**src/rtl/masked_xor_pkg.sv**
```systemverilog
`default_nettype none
// ============================================================================
// Module   : masked_xor_pkg
// Brief    : Layer geometry helpers for the masked XOR share-folding tree.
// Revision : 1.0 - initial release
// ============================================================================
package masked_xor_pkg;

    // m_0 = n, m_{l+1} = ceil(m_l / 2)
    function automatic int shares_at_layer(input int n, input int l);
        int m;
        m = n;
        for (int k = 0; k < l; k++) begin
            m = (m + 1) / 2;
        end
        return m;
    endfunction

    function automatic int rand_at_layer(input int n, input int l);
        return shares_at_layer(n, l) / 2;
    endfunction

    function automatic int rand_offset(input int n, input int l);
        int off;
        off = 0;
        for (int k = 0; k < l; k++) begin
            off += rand_at_layer(n, k);
        end
        return off;
    endfunction

    // Word offset of layer l's input bus inside the flattened share chain
    function automatic int share_offset(input int n, input int l);
        int off;
        off = 0;
        for (int k = 0; k < l; k++) begin
            off += shares_at_layer(n, k);
        end
        return off;
    endfunction

endpackage
`default_nettype wire

```
**src/rtl/masked_xor_fold_layer.sv**
```systemverilog
`default_nettype none
// ============================================================================
// Module   : masked_xor_fold_layer
// Brief    : One refresh / register / fold layer of the masked XOR tree.
// Revision : 1.0 - initial release
// ============================================================================
module masked_xor_fold_layer #(
    parameter int K_WIDTH = 32,
    parameter int M_IN    = 3
) (
    input  logic                              clk_i,
    input  logic                              rst_ni,
    input  logic                              i_en,
    input  logic [K_WIDTH*M_IN-1:0]           i_x,
    input  logic [K_WIDTH*(M_IN/2)-1:0]       i_r,
    output logic [K_WIDTH*((M_IN+1)/2)-1:0]   o_x
);

    localparam int c_n_pair = M_IN / 2;
    localparam int c_m_out  = (M_IN + 1) / 2;

    logic [K_WIDTH*M_IN-1:0] w_refresh;
    logic [K_WIDTH*M_IN-1:0] r_share;

    // Both members of a pair get the same mask so the pair XOR is unchanged
    for (genvar j = 0; j < M_IN; j++) begin : g_refresh
        if (j / 2 < c_n_pair) begin : g_pair
            assign w_refresh[j*K_WIDTH +: K_WIDTH] =
                i_x[j*K_WIDTH +: K_WIDTH] ^ i_r[(j/2)*K_WIDTH +: K_WIDTH];
        end else begin : g_pass
            assign w_refresh[j*K_WIDTH +: K_WIDTH] = i_x[j*K_WIDTH +: K_WIDTH];
        end
    end

    always_ff @(posedge clk_i) begin
        if (!rst_ni) begin
            r_share <= '0;
        end else if (i_en) begin
            r_share <= w_refresh;
        end
    end

    for (genvar j = 0; j < c_m_out; j++) begin : g_fold
        if (2*j + 1 < M_IN) begin : g_pair
            assign o_x[j*K_WIDTH +: K_WIDTH] =
                r_share[(2*j)*K_WIDTH +: K_WIDTH] ^ r_share[(2*j+1)*K_WIDTH +: K_WIDTH];
        end else begin : g_pass
            assign o_x[j*K_WIDTH +: K_WIDTH] = r_share[(2*j)*K_WIDTH +: K_WIDTH];
        end
    end

endmodule
`default_nettype wire

```
**src/rtl/masked_xor_fold.sv**
```systemverilog
`default_nettype none
// ============================================================================
// Module   : masked_xor_fold
// Brief    : Folds N Boolean shares into one unmasked word through a
//            pipelined tree of refresh/fold layers with stall support.
// Revision : 1.0 - initial release
// ============================================================================
module masked_xor_fold
    import masked_xor_pkg::*;
#(
    parameter int K_WIDTH  = 32,
    parameter int N_SHARES = 3,
    parameter int OUT_REG  = 0,
    parameter int LAYERS   = $clog2(N_SHARES),
    parameter int RANDNUM  = N_SHARES - 1
) (
    input  logic                          clk_i,
    input  logic                          rst_ni,
    input  logic                          i_dvld,
    input  logic                          i_rvld,
    input  logic [K_WIDTH*RANDNUM-1:0]    i_n,
    input  logic [K_WIDTH*N_SHARES-1:0]   i_x,
    output logic                          o_ready,
    output logic [K_WIDTH-1:0]            o_z,
    output logic                          o_dvld,
    output logic                          o_busy
);

    if (N_SHARES < 2) begin : g_bad_n
        $error("masked_xor_fold: N_SHARES must be at least 2");
    end

    localparam int c_chain_w  = K_WIDTH * share_offset(N_SHARES, LAYERS + 1);
    localparam int c_last_off = K_WIDTH * share_offset(N_SHARES, LAYERS);

    logic [LAYERS:0]      w_vld;
    logic [LAYERS:1]      r_vld;
    logic [c_chain_w-1:0] w_chain;
    logic [K_WIDTH-1:0]   w_fold;

    assign o_ready = i_rvld;
    assign w_vld   = {r_vld, i_dvld};

    always_ff @(posedge clk_i) begin
        if (!rst_ni) begin
            r_vld <= '0;
        end else if (i_rvld) begin
            r_vld <= w_vld[LAYERS-1:0];
        end
    end

    // Every layer's input/output bus lives in one flat chain; layer 0 input is i_x
    assign w_chain[K_WIDTH*N_SHARES-1:0] = i_x;
    assign w_fold = w_chain[c_last_off +: K_WIDTH];

    for (genvar l = 0; l < LAYERS; l++) begin : g_layer
        localparam int c_m_in    = shares_at_layer(N_SHARES, l);
        localparam int c_m_out   = shares_at_layer(N_SHARES, l + 1);
        localparam int c_r_cnt   = rand_at_layer(N_SHARES, l);
        localparam int c_r_off   = rand_offset(N_SHARES, l);
        localparam int c_in_off  = K_WIDTH * share_offset(N_SHARES, l);
        localparam int c_out_off = K_WIDTH * share_offset(N_SHARES, l + 1);

        logic [K_WIDTH*c_r_cnt-1:0] w_rand;

        if (l == 0) begin : g_rand_direct
            assign w_rand = i_n[K_WIDTH*c_r_off +: K_WIDTH*c_r_cnt];
        end else begin : g_rand_delayed
            // Words ride alongside their token: each stage moves only with it
            logic [K_WIDTH*c_r_cnt-1:0] r_dly [l];

            always_ff @(posedge clk_i) begin
                if (!rst_ni) begin
                    for (int s = 0; s < l; s++) begin
                        r_dly[s] <= '0;
                    end
                end else if (i_rvld) begin
                    if (w_vld[0]) begin
                        r_dly[0] <= i_n[K_WIDTH*c_r_off +: K_WIDTH*c_r_cnt];
                    end
                    for (int s = 1; s < l; s++) begin
                        if (w_vld[s]) begin
                            r_dly[s] <= r_dly[s-1];
                        end
                    end
                end
            end

            assign w_rand = r_dly[l-1];
        end

        masked_xor_fold_layer #(
            .K_WIDTH (K_WIDTH),
            .M_IN    (c_m_in)
        ) u_layer (
            .clk_i  (clk_i),
            .rst_ni (rst_ni),
            .i_en   (i_rvld & w_vld[l]),
            .i_x    (w_chain[c_in_off +: K_WIDTH*c_m_in]),
            .i_r    (w_rand),
            .o_x    (w_chain[c_out_off +: K_WIDTH*c_m_out])
        );
    end

    if (OUT_REG != 0) begin : g_out_reg
        logic [K_WIDTH-1:0] r_z;
        logic               r_out_vld;

        always_ff @(posedge clk_i) begin
            if (!rst_ni) begin
                r_z       <= '0;
                r_out_vld <= 1'b0;
            end else if (i_rvld) begin
                r_out_vld <= w_vld[LAYERS];
                if (w_vld[LAYERS]) begin
                    r_z <= w_fold;
                end
            end
        end

        assign o_z    = r_z;
        assign o_dvld = r_out_vld;
        assign o_busy = (|r_vld) | r_out_vld;
    end else begin : g_out_comb
        assign o_z    = w_fold;
        assign o_dvld = w_vld[LAYERS];
        assign o_busy = |r_vld;
    end

endmodule
`default_nettype wire
```
**config.mk**
```make
export PLATFORM = sky130hd
export DESIGN_NAME = masked_xor_fold
export DESIGN_NICKNAME = d
export VERILOG_FILES = /design/src/rtl/masked_xor_pkg.sv /design/src/rtl/masked_xor_fold_layer.sv /design/src/rtl/masked_xor_fold.sv
export SDC_FILE = /design/constraint.sdc
export NUM_CORES = 1
export LEC_CHECK = 0
export ABC_CLOCK_PERIOD_IN_PS = 2900
export CORE_UTILIZATION = 35
export DETAILED_ROUTE_END_ITERATION = 8
export PLACE_DENSITY_LB_ADDON = 0.2
export RECOVER_POWER = 50
export SLEW_MARGIN = 20
export SYNTH_ARGS = -nofsm -noshare
export SYNTH_HDL_FRONTEND = slang
export SYNTH_SLANG_ARGS = --single-unit
```
**constraint.sdc**
```tcl
create_clock -name clk_i -period 2.9 [get_ports clk_i]
set_input_delay 0.725 -clock clk_i [delete_from_list [all_inputs] [get_ports clk_i]]
set_output_delay 0.725 -clock clk_i [all_outputs]
set_load 0.01 [all_outputs]
```
==> results of run 1 <==
==> cell families after synthesis <==
family                 synth area share, %
AO/OA/AOI/OAI                         15.4
XOR/XNOR                              16.7
buffers and inverters                 3.88
flip-flops                            50.1
AND/OR/NAND/NOR                       13.9
==> worst paths after layout <==
kind	startpoint	endpoint	slack (ns)	cells past startpoint
worst max-delay path	i_rvld	o_ready	0.37	2
worst min-delay path	g_layer[0].u_layer.r_share[60]	g_layer[0].u_layer.r_share[60]	0.47	2
worst max register to register	r_vld[1]	g_layer[1].u_layer.r_share[5]	1.28	4
worst min register to register	g_layer[0].u_layer.r_share[60]	g_layer[0].u_layer.r_share[60]	0.47	2
==> stage by stage <==
stage / cells / setup slack [ns]
6_report: 1313 / 0.366
5_1_grt: 1313 / 0.242
4_1_cts: 1313 / 0.429
3_5_place_dp: 1281 / 0.433
3_3_place_gp: 1281 / 0.435
2_1_floorplan: 808 / 0.554
==> power by group <==
group	switching, uW	total (uW)	leakage (uW)	internal (uW)
combinational	341	810	0.00250	470
clock	1110	2360	0.000286	1250
sequential	104	2990	0.00165	2880
==> final cells by class <==
type	instances	share of cell area (%)
clock buffers	19	3.96
clock inverters	13	1.29
inverters	1	0.0336
multi-input cells	555	34.5
flip-flops and latches	194	37.6
well taps	319	3.57
repair buffers	212	19.1
==> Yosys cell counts <==
library cell	number
buf_2	23
buf_1	3
nand3_1	33
and2_4	1
nand4b_1	32
buf_4	6
clkbuf_1	19
and3_1	1
o311ai_0	15
or2_2	1
a21boi_0	2
o21ai_1	5
buf_6	7
nand2_1	130
xnor2_1	96
o211a_1	32
a21boi_4	1
o311ai_2	7
o21ai_0	59
edfxtp_1	32
inv_1	1
nand2b_1	2
a22o_1	32
xor2_1	64
and2_1	32
o311ai_1	10
dfxtp_1	162
==> placed cells by master, fill, tap and decap left out <==
cell type	count
clkdlybuf4s50_1	196
dfxtp_1	162
nand2_1	129
xnor2_1	96
xor2_1	64
o21ai_0	61
a22o_1	32
o211a_1	32
nand3_1	32
nand4b_1	32
edfxtp_1	32
o311ai_0	23
clkbuf_16	17
and2_1	16
and2_0	16
o311ai_2	7
buf_4	6
clkinv_4	5
buf_12	5
inv_8	4
a21boi_0	3
o21ai_1	3
clkbuf_2	3
o311ai_1	2
nand2b_1	2
clkbuf_1	2
inv_6	2
or2_2	1
inv_1	1
and3_2	1
nand3_2	1
and2_2	1
nand2_2	1
clkbuf_8	1
clkinvlp_4	1
bufinv_16	1
dlygate4sd3_1	1
==> per-layer routing <==
layer  up-vias  wire, um  track usage, %
met2       116      9190            26.2
met4         0       116            3.92
met3         5       876            4.15
met5         -         0               0
li1       3181         -               -
met1      2911      9230            21.4
==> state kept, by name, indices dropped and copies added (netlist names) <==
| name | flops |
|---|---|
| r_vld | 2 |
| g_layer.g_rand_delayed.r_dly | 32 |
| g_layer.u_layer.r_share | 160 |
==> insert_results.sql, run 1 <==
INSERT INTO impl_metrics (metric_group, metric, value, unit) VALUES
('clocking', 'ctsHoldBuffers', '0', ''),
('synth', 'synth.lib_cells_used.distinct', '27', ''),
('detailed_routing', 'via_count', '6213', ''),
('place', 'place_congestion', '0.686', ''),
('timing', 'finalMaxSlewViolations', '0', ''),
('timing', 'slew-limit-headroom', '43.0', '%'),
('clocking', 'post_cts.resized_instances', '0', ''),
('timing', 'whs', '0.468', 'ns'),
('critical_path', 'setup.worst_path.end_class', 'output pin', ''),
('layout', 'multiInputGateArea', '3850', 'um2'),
('clocking', 'cts_num_sinks', '194', ''),
('floorplanning', 'initial_core_util', '35.7', '%'),
('synth', 'post_synth.cell_area_avg', '10.4', 'um2'),
('detailed_routing', 'routed_wl_per_cell', '14.8', 'um'),
('critical_path', 'worst_path_dominant_cell_family', 'buffers and inverters', ''),
('timing', 'tightestPinTransition', '0.855', 'ns'),
('layout', 'sequential_cell_area', '4200', 'um2'),
('flow_run', 'maxCapViolations', '0', ''),
('global_routing', 'vias_in_the_first_global_route', '5860', ''),
('pwr', 'leakage', '0.00443', 'uW'),
('timing', 'tns', '0', 'ns'),
('floorplanning', 'rows', '56', ''),
('layout', 'finalCoreUtilization', '47.6', '%'),
('synth', 'yosysWarningCount', '0', ''),
('clocking', 'cts_root_buf', 'clkbuf_16', ''),
('detailed_routing', 'drcViolationCount', '0', ''),
('clocking', 'postCtsSetupRepairBufs', '0', ''),
('detailed_routing', 'ant_nets', '0', ''),
('critical_path', 'crit_buf_inv', '2', ''),
('synth', 'yosys_register_bits', '194', ''),
('critical_path', 'critPathKind', 'in2out', ''),
('layout', 'layout.cell_area.non_filler', '11200', 'um2'),
('synth', 'yosys.area.top_type', 'dfxtp_1', ''),
('clocking', 'cts_tree', 'yes', ''),
('worst_hold_path', 'timing.hold.worst.class', 'reg2reg', ''),
('pwr', 'power_density', '551', 'nW/um2'),
('global_routing', 'first_pass_grt_wire_length', '30600', 'um'),
('critical_path', 'critical_path.max_stage_delay', '0.54', 'ns'),
('global_routing', 'grt_start_max_net_pins', '97', ''),
('clocking', 'h_tree_level_count', '4', ''),
('timing', 'timing.fmax', '395', 'MHz'),
('timing', 'grt_setup_unrepaired', 'false', ''),
('synth', 'synth_top_cells_by_area', 'dfxtp_1 39%, edfxtp_1 11%, xnor2_1 10%, xor2_1 6.7%, nand2_1 5.8%', ''),
('critical_path', 'timing.critical_path.cells', 'dlygate4sd3_1 > clkdlybuf4s50_1', ''),
('place', 'detailed_place.area', '10600', 'um2'),
('detailed_routing', 'drt_first_pass_iters', '4', ''),
('layout', 'post_route_cells_drive_above_1_share', '5.73', '%'),
('timing', 'final-setup-viol-count', '0', ''),
('place', 'detailedPlacementHpwl', '12900', 'um'),
('detailed_routing', 'post_drt_via_cell_ratio', '4.73', ''),
('clocking', 'worstSkewPairLatency', '0.43', 'ns'),
('pwr', 'ir_drop', '250', 'uV'),
('synth', 'post_synth_inst_count', '808', ''),
('detailed_routing', 'routed_wl', '19400', 'um'),
('floorplanning', 'pin_count', '199', ''),
('timing', 'fin_crit', '2.53', 'ns'),
('clocking', 'cts.clk_slew.worst_paths', '0.07', 'ns'),
('global_routing', 'antenna_violations_before_repair', '0', ''),
('global_routing', 'grt.total_usage', '16.2', '%'),
('layout', 'final_nets', '1145', ''),
('layout', 'fillCellCount', '2222', ''),
('detailed_routing', 'detail_route.iter0.violations', '229', ''),
('floorplanning', 'die_h', '157', 'um'),
('floorplanning', 'die_width', '157', 'um'),
('clocking', 'cts_inserted_buffers', '17', ''),
('outcome', 'outcome', 'completed', ''),
('place', 'buffer_ports.inserted', '198', ''),
('critical_path', 'critPathArrivalTime', '1.81', 'ns'),
('timing', 'finalClockSkew', '0.00877', 'ns'),
('synth', 'yosysTopAreaCellShare', '38.7', '%'),
('floorplanning', 'die_ar', '24600', 'um2'),
('global_routing', 'grt.overflow.total', '0', ''),
('clocking', 'cts_buffer_depth', '2', ''),
('synth', 'ys_seq_area_share', '50.1', '%'),
('timing', 'layout_worst_path_cycle_share', '87.4', '%'),
('floorplanning', 'area_of_the_placeable_core', '23500', 'um2'),
('pwr', 'power', '6160', 'uW'),
('layout', 'area_growth_syn_to_layout', '33.3', '%'),
('synth', 'synth.net_count', '972', ''),
('timing', 'hold_violations', '0', ''),
('critical_path', 'worstSetupStartpointType', 'input pin', ''),
('critical_path', 'cp_data_required_time', '2.17', 'ns'),
('critical_path', 'critical_path.max_fanout', '2', ''),
('critical_path', 'worst_path_max_delay_cell', 'dlygate4sd3_1', ''),
('synth', 'syn-cell-area', '8390', 'um2'),
('layout', 'antenna-diode-count', '0', '');
Note: power is estimated with default switching activity, not from simulation.
==> run 2, diff against run 1 <==
--- a/config.mk
+++ b/config.mk
@@ -7,10 +7,12 @@
 export LEC_CHECK = 0
 export ABC_CLOCK_PERIOD_IN_PS = 2900
 export CORE_UTILIZATION = 35
+export CTS_CLUSTER_DIAMETER = 80
 export DETAILED_ROUTE_END_ITERATION = 8
 export PLACE_DENSITY_LB_ADDON = 0.2
 export RECOVER_POWER = 50
 export SLEW_MARGIN = 20
 export SYNTH_ARGS = -nofsm -noshare
 export SYNTH_HDL_FRONTEND = slang
+export SYNTH_HIERARCHICAL = 1
 export SYNTH_SLANG_ARGS = --single-unit
==> run 2 against run 1 <==
Net effect:
- core utilization decreased by 2.0 points
- critical endpoint unchanged
- non-clock buffer count is 6 lower
- sequential share of layout area rose by 0.080 points
- synthesized cell count rose by 3.1%
==> insert_results.sql, run 2 <==
INSERT INTO impl_metrics (metric_group, metric, value, unit) VALUES
('critical_path', 'worst_r2r_startpoint', 'r_vld[1]', ''),
('timing', 'final-setup-viol-count', '0', ''),
('synth', 'post-synth-top-count-cell', 'dfxtp_1', ''),
('pwr', 'ir_drop', '260', 'uV'),
('worst_hold_path', 'timing.hold.worst.class', 'reg2reg', ''),
('timing', 'hold_violations', '0', ''),
('critical_path', 'critPathKind', 'in2out', ''),
('timing', 'timing.fmax', '379', 'MHz'),
('detailed_routing', 'post_drt_via_cell_ratio', '4.43', ''),
('place', 'detailed_place.area', '10700', 'um2'),
('synth', 'share_of_synthesized_flip_flops_with_an_asynchronous_set_or_reset', '0', '%'),
('synth', 'post_synth_inst_count', '833', ''),
('detailed_routing', 'via_count', '5800', ''),
('clocking', 'cts_num_sinks', '194', ''),
('floorplanning', 'rows', '57', ''),
('critical_path', 'critPathArrivalTime', '1.91', 'ns'),
('critical_path', 'cp_data_required_time', '2.17', 'ns'),
('clocking', 'cts_inserted_buffers', '17', ''),
('synth', 'synth_top_flop_cell', 'dfxtp_1', ''),
('synth', 'syn-cell-area', '8780', 'um2'),
('layout', 'area_growth_syn_to_layout', '27.1', '%'),
('place', 'detailedPlacementHpwl', '11600', 'um'),
('clocking', 'worstSkewPairLatency', '0.43', 'ns'),
('critical_path', 'critical_path_depth', '2', ''),
('worst_hold_path', 'timing.hold.worst.start', 'r_vld[1]', ''),
('timing', 'fin_crit', '2.64', 'ns'),
('synth', 'synth_enable_flop_cells', '32', ''),
('layout', 'registers.top_by_ff_count', 'g_layer.u_layer/r_share', ''),
('floorplanning', 'die_ar', '25700', 'um2'),
('synth', 'synth.net_count', '997', ''),
('outcome', 'outcome', 'completed', ''),
('critical_path', 'critical_path.max_fanout', '6', ''),
('clocking', 'ctsHoldBuffers', '0', ''),
('synth', 'yosys.area.top_type', 'dfxtp_1', ''),
('layout', 'layout.cell_area.non_filler', '11200', 'um2'),
('clocking', 'postCtsSetupRepairBufs', '0', ''),
('clocking', 'cts_buffer_depth', '2', ''),
('layout', 'mostFrequentLayoutCell', 'clkdlybuf4s50_1', ''),
('floorplanning', 'die_width', '160', 'um'),
('critical_path', 'ff2ff_setup_slack', '1.57', 'ns'),
('global_routing', 'first_pass_grt_wire_length', '28800', 'um'),
('detailed_routing', 'routed_wl_per_cell', '13.4', 'um'),
('synth', 'post_synth.cell_area_avg', '10.5', 'um2'),
('clocking', 'post_cts.resized_instances', '0', ''),
('timing', 'finalClockSkew', '0.0109', 'ns'),
('global_routing', 'grt.overflow.total', '0', ''),
('floorplanning', 'initial_core_util', '35.9', '%'),
('critical_path', 'worst-r2r-cell-count', '4', ''),
('place', 'buffer_ports.inserted', '198', ''),
('timing', 'tns', '0', 'ns'),
('synth', 'ys_seq_area_share', '47.9', '%'),
('timing', 'finalMaxSlewViolations', '0', ''),
('critical_path', 'setup.worst_path.end_class', 'output pin', ''),
('detailed_routing', 'drcViolationCount', '0', ''),
('place', 'post_placement_setup_slack', '0.320', 'ns'),
('place', 'numPlacedInstances', '1278', ''),
('critical_path', 'worst_path_max_delay_cell', 'dlygate4sd3_1', ''),
('floorplanning', 'pin_count', '199', ''),
('layout', 'largest_register_ff_count', '160', ''),
('timing', 'postLayoutSetupSlackWorst', '0.263', 'ns'),
('timing', 'layout_worst_path_cycle_share', '90.9', '%'),
('detailed_routing', 'ant_nets', '0', ''),
('flow_run', 'maxCapViolations', '0', ''),
('critical_path', 'worstSetupStartpointType', 'input pin', ''),
('synth', 'yosysTopAreaCellShare', '36.9', '%'),
('detailed_routing', 'routed_wl', '17600', 'um'),
('layout', 'post_route_cells_drive_above_1_share', '9.03', '%'),
('layout', 'stdcell_count', '1310', ''),
('clocking', 'cts.clk_slew.worst_paths', '0.08', 'ns'),
('detailed_routing', 'detail_route.iter0.violations', '265', ''),
('pwr', 'power', '6170', 'uW'),
('synth', 'synth_top_cells_by_count', '162 x dfxtp_1, 128 x xnor2_1, 101 x a21oi_1, 75 x o21ai_1, 64 x xor2_1', ''),
('floorplanning', 'area_of_the_placeable_core', '24500', 'um2'),
('timing', 'grt_setup_unrepaired', 'false', ''),
('critical_path', 'timing.critical_path.cells', 'dlygate4sd3_1 > clkdlybuf4s50_1', ''),
('clocking', 'h_tree_level_count', '4', ''),
('synth', 'yosys_register_bits', '194', ''),
('synth', 'synth_top_cells_by_area', 'dfxtp_1 37%, xnor2_1 13%, edfxtp_1 11%, xor2_1 6.4%, a21oi_1 5.8%', ''),
('pwr', 'leakage', '0.00414', 'uW'),
('layout', 'fillCellCount', '2335', ''),
('global_routing', 'vias_in_the_first_global_route', '5648', ''),
('global_routing', 'grt.total_usage', '14.1', '%'),
('layout', 'mostFrequentLayoutCells', '196 x clkdlybuf4s50_1, 162 x dfxtp_1, 128 x xnor2_1, 101 x a21oi_1, 78 x o21ai_0', ''),
('layout', 'largestRegisters', 'g_layer.u_layer/r_share (160), g_layer.g_rand_delayed.r_dly (32), r_vld (2)', ''),
('critical_path', 'worst_path_dominant_cell_family', 'buffers and inverters', ''),
('detailed_routing', 'drt_first_pass_iters', '5', ''),
('global_routing', 'grt_start_max_net_pins', '130', ''),
('critical_path', 'critical_path.max_stage_delay', '0.62', 'ns'),
('worst_hold_path', 'hold_path_depth', '2', ''),
('critical_path', 'crit_buf_inv', '2', ''),
('pwr', 'power_density', '553', 'nW/um2'),
('synth', 'synth.lib_cells_used.distinct', '26', ''),
('synth', 'yosysWarningCount', '6', ''),
('critical_path', 'crit_start', 'i_rvld', ''),
('layout', 'antenna-diode-count', '0', ''),
('worst_hold_path', 'min_delay_worst_endpoint', 'r_vld[1]', ''),
('critical_path', 'r2r_end', 'g_layer[1].u_layer/r_share[5]', ''),
('place', 'place_congestion', '0.680', ''),
('layout', 'final_nets', '1137', ''),
('timing', 'slew-limit-headroom', '7.62', '%'),
('timing', 'tightestPinTransition', '1.39', 'ns'),
('global_routing', 'antenna_violations_before_repair', '0', ''),
('floorplanning', 'die_h', '160', 'um'),
('clocking', 'cts_root_buf', 'clkbuf_16', ''),
('clocking', 'cts_tree', 'yes', '');
==> run 2: cell types whose count changed in the layout (fill, tap and decap cells not counted), sizes merged, moves of 2 or more <==
cell / change
a21oi: +128
nand2: -128
o21ai: +64
nand3: -33
a22o: -32
mux2i: +32
nand4b: -32
nor2b: +32
o211a: -32
o311ai: -32
xnor2: +32
buf: -6
a21boi: -2
==> run 2: final cells by class <==
cell class	count	area [um2]	area share, %
tap	324	405	3.63
clock inverter	14	124	1.11
multi-input combinational	553	3920	35.1
sequential	194	4200	37.7
clock buffer	18	429	3.85
timing repair buffer	206	2070	18.6
inverter	1	8.76	0.0785
==> run 2: cells by family (layout without fill, tap and decap cells) <==
group	count (synthesis)	in the layout	synth area share, %
AOI/OAI and AO/OA	258	258	17.0
xor gates and xnor gates	192	192	19.2
buffers and inverters	86	239	7.22
DFF	194	194	47.9
muxes	32	32	3.65
and+or+nand+nor	71	71	5.07
==> run 2: report_power, final <==
part,internal (uW),switching [uW],leakage (uW)
logic,553,388,0.00222
clock network,1130,1090,0.000270
registers,2900,113,0.00165
==> run 2: how the worst max path moves through the flow <==
stage	to
detailed placement	o_ready
finish	o_ready
global route	o_ready
CTS	o_ready
floorplan	g_layer[1].g_rand_delayed.r_dly[0][0]
global placement	o_ready
==> run 2: per-stage QoR <==
| step | utilization (%) | hold slack, ns |
|---|---|---|
| after detailed placement | 43.7 | 0.496 |
| after global placement | 43.7 | 0.487 |
| after CTS | 45.9 | 0.510 |
| final | 45.6 | 0.508 |
| after global routing | 45.6 | 0.525 |
| after floorplan | - | 0.459 |
==> run 2: metal layers <==
layer  share of wire, %  track usage [%]
met1                 48             18.8
met2                 46             22.3
met3                4.1             3.25
met4                1.1             4.68
met5                  0                0
==> run 3, diff against run 2 <==
--- a/config.mk
+++ b/config.mk
@@ -6,7 +6,9 @@
 export NUM_CORES = 1
 export LEC_CHECK = 0
 export ABC_CLOCK_PERIOD_IN_PS = 2900
+export CAP_MARGIN = 20
 export CORE_UTILIZATION = 35
+export CTS_BUF_LIST = sky130_fd_sc_hd__clkbuf_16
 export CTS_CLUSTER_DIAMETER = 80
 export DETAILED_ROUTE_END_ITERATION = 8
 export PLACE_DENSITY_LB_ADDON = 0.2
==> run 3 against run 2 <==
Net effect:
- combinational power barely moved
- power barely moved
- cell count did not move
- via count barely moved
- sequential share of layout area did not move
- register-to-register slack barely moved
- sequential power barely moved
- cell area did not move
- flip-flop and latch count did not move
- critical path depth did not move
- die area did not move
- setup slack did not move
==> insert_results.sql, run 3 (synthesis gave the netlist of run 2 again) <==
INSERT INTO impl_metrics (metric_group, metric, value, unit) VALUES
('floorplanning', 'rows', '57', ''),
('clocking', 'cts_tree', 'yes', ''),
('clocking', 'cts_buffer_depth', '2', ''),
('critical_path', 'cp_data_required_time', '2.17', 'ns'),
('detailed_routing', 'drcViolationCount', '0', ''),
('pwr', 'leakage', '0.00415', 'uW'),
('layout', 'antenna-diode-count', '0', ''),
('global_routing', 'antenna_violations_before_repair', '0', ''),
('layout', 'fillCellCount', '2335', ''),
('flow_run', 'maxCapViolations', '0', ''),
('detailed_routing', 'drt_first_pass_iters', '5', ''),
('detailed_routing', 'ant_nets', '0', ''),
('floorplanning', 'die_ar', '25700', 'um2'),
('layout', 'largestRegisters', 'g_layer.u_layer/r_share (160), g_layer.g_rand_delayed.r_dly (32), r_vld (2)', ''),
('timing', 'tightestPinTransition', '1.39', 'ns'),
('clocking', 'post_cts.resized_instances', '0', ''),
('worst_hold_path', 'timing.hold.worst.class', 'reg2reg', ''),
('floorplanning', 'die_h', '160', 'um'),
('pwr', 'p_int', '4580', 'uW'),
('global_routing', 'first_pass_grt_wire_length', '28800', 'um'),
('pwr', 'power', '6170', 'uW'),
('global_routing', 'grt.overflow.total', '0', ''),
('clocking', 'h_tree_level_count', '4', ''),
('detailed_routing', 'routed_wl', '17600', 'um'),
('pwr', 'p_sw', '1590', 'uW'),
('timing', 'hold_violations', '0', ''),
('detailed_routing', 'routed_wl_per_cell', '13.4', 'um'),
('global_routing', 'grt_start_max_net_pins', '130', ''),
('detailed_routing', 'post_drt_via_cell_ratio', '4.43', ''),
('floorplanning', 'area_of_the_placeable_core', '24500', 'um2'),
('pwr', 'power_density', '553', 'nW/um2'),
('critical_path', 'critPathArrivalTime', '1.91', 'ns'),
('layout', 'area_growth_syn_to_layout', '27.1', '%'),
('layout', 'post_route_cells_drive_above_1_share', '9.03', '%'),
('timing', 'postLayoutSetupSlackWorst', '0.263', 'ns'),
('global_routing', 'grt.total_usage', '14.1', '%'),
('place', 'place_congestion', '0.680', ''),
('clocking', 'ctsHoldBuffers', '0', ''),
('pwr', 'combinationalPowerShare', '15.3', '%'),
('timing', 'slew-limit-headroom', '7.62', '%'),
('critical_path', 'worst_path_max_delay_cell', 'dlygate4sd3_1', ''),
('critical_path', 'critical_path.max_stage_delay', '0.62', 'ns'),
('critical_path', 'critical_path.max_fanout', '6', ''),
('clocking', 'cts_inserted_buffers', '17', ''),
('layout', 'registers.top_by_ff_count', 'g_layer.u_layer/r_share', ''),
('layout', 'mostFrequentLayoutCells', '196 x clkdlybuf4s50_1, 162 x dfxtp_1, 128 x xnor2_1, 101 x a21oi_1, 78 x o21ai_0', ''),
('timing', 'finalMaxSlewViolations', '0', ''),
('global_routing', 'vias_in_the_first_global_route', '5648', ''),
('critical_path', 'setup.worst_path.end_class', 'output pin', ''),
('timing', 'layout_worst_path_cycle_share', '90.9', '%'),
('timing', 'tns', '0', 'ns'),
('critical_path', 'crit_buf_inv', '2', ''),
('pwr', 'power_switching_share', '25.8', '%'),
('timing', 'fin_crit', '2.64', 'ns'),
('critical_path', 'timing.critical_path.cells', 'dlygate4sd3_1 > clkdlybuf4s50_1', ''),
('critical_path', 'worst_r2r_startpoint', 'r_vld[1]', ''),
('floorplanning', 'die_width', '160', 'um'),
('critical_path', 'worstSetupStartpointType', 'input pin', ''),
('layout', 'sequential_cell_area', '4200', 'um2'),
('pwr', 'pwr-share-seq', '48.9', '%'),
('clocking', 'worstSkewPairLatency', '0.43', 'ns'),
('critical_path', 'worst_path_dominant_cell_family', 'buffers and inverters', ''),
('layout', 'mostFrequentLayoutCell', 'clkdlybuf4s50_1', ''),
('pwr', 'ir_drop', '260', 'uV'),
('outcome', 'outcome', 'completed', ''),
('clocking', 'postCtsSetupRepairBufs', '0', ''),
('floorplanning', 'pin_count', '199', ''),
('clocking', 'cts_num_sinks', '194', ''),
('timing', 'finalClockSkew', '0.0109', 'ns'),
('timing', 'final-setup-viol-count', '0', ''),
('layout', 'final_nets', '1137', ''),
('layout', 'largest_register_ff_count', '160', ''),
('clocking', 'cts.clk_slew.worst_paths', '0.08', 'ns'),
('layout', 'multiInputGateArea', '3920', 'um2'),
('worst_hold_path', 'timing.hold.worst.start', 'r_vld[1]', ''),
('place', 'buffer_ports.inserted', '198', ''),
('timing', 'timing.fmax', '379', 'MHz'),
('critical_path', 'crit_start', 'i_rvld', ''),
('floorplanning', 'initial_core_util', '35.9', '%'),
('detailed_routing', 'via_count', '5799', ''),
('place', 'detailedPlacementHpwl', '11600', 'um'),
('critical_path', 'critPathKind', 'in2out', ''),
('layout', 'stdcell_count', '1310', ''),
('timing', 'grt_setup_unrepaired', 'false', ''),
('clocking', 'cts_root_buf', 'clkbuf_16', ''),
('pwr', 'clock_power_share', '35.9', '%'),
('place', 'post_placement_setup_slack', '0.320', 'ns'),
('detailed_routing', 'detail_route.iter0.violations', '265', ''),
('place', 'numPlacedInstances', '1278', '');
## run 3: final timing paths
path,endpoint,slack [ns],cells after the start
setup / recovery,o_ready,0.26,2
hold / removal,r_vld[1],0.51,2
setup reg to reg,g_layer[1].u_layer/r_share[5],1.57,4
hold reg to reg,r_vld[1],0.51,2
## run 3: worst register-to-register path: stages (launching register included)
cell     delay [ns]
dfxtp_1        0.35
and2_4         0.15
buf_12         0.34
o21ai_0        0.28
a21oi_1        0.13
## run 3: per-stage QoR
stage | util, % | cell area, um2 | hold WS, ns
after floorplan | - | 8780 | 0.459
after global placement | 43.7 | 10700 | 0.487
after detailed placement | 43.7 | 10700 | 0.496
after CTS | 45.9 | 11200 | 0.510
after global routing | 45.6 | 11200 | 0.525
final | 45.6 | 11200 | 0.508
## run 3: cell type report
cell class	count	area share, %
Multi-Input combinational cell	553	35.1
Tap cell	324	3.63
Clock buffer	17	3.81
Clock inverter	15	1.14
Sequential cell	194	37.7
Timing Repair Buffer	206	18.6
Inverter	1	0.0785
## run 3: routing by layer
layer,up-vias,GRT usage [%],routed length (um)
li1,3074,-,-
met1,2602,18.8,8510
met2,113,22.3,8150
met3,10,3.25,721
met4,0,4.68,202
met5,-,0,0
## run 3: power groups by stage
stage	combinational (uW)	clock (uW)	sequential (uW)
after floorplan	601	0	3050
after global placement	968	0	3080
after detailed placement	974	0	3080
after CTS	980	2300	3020
after global routing	1040	2420	3040
final	941	2210	3010
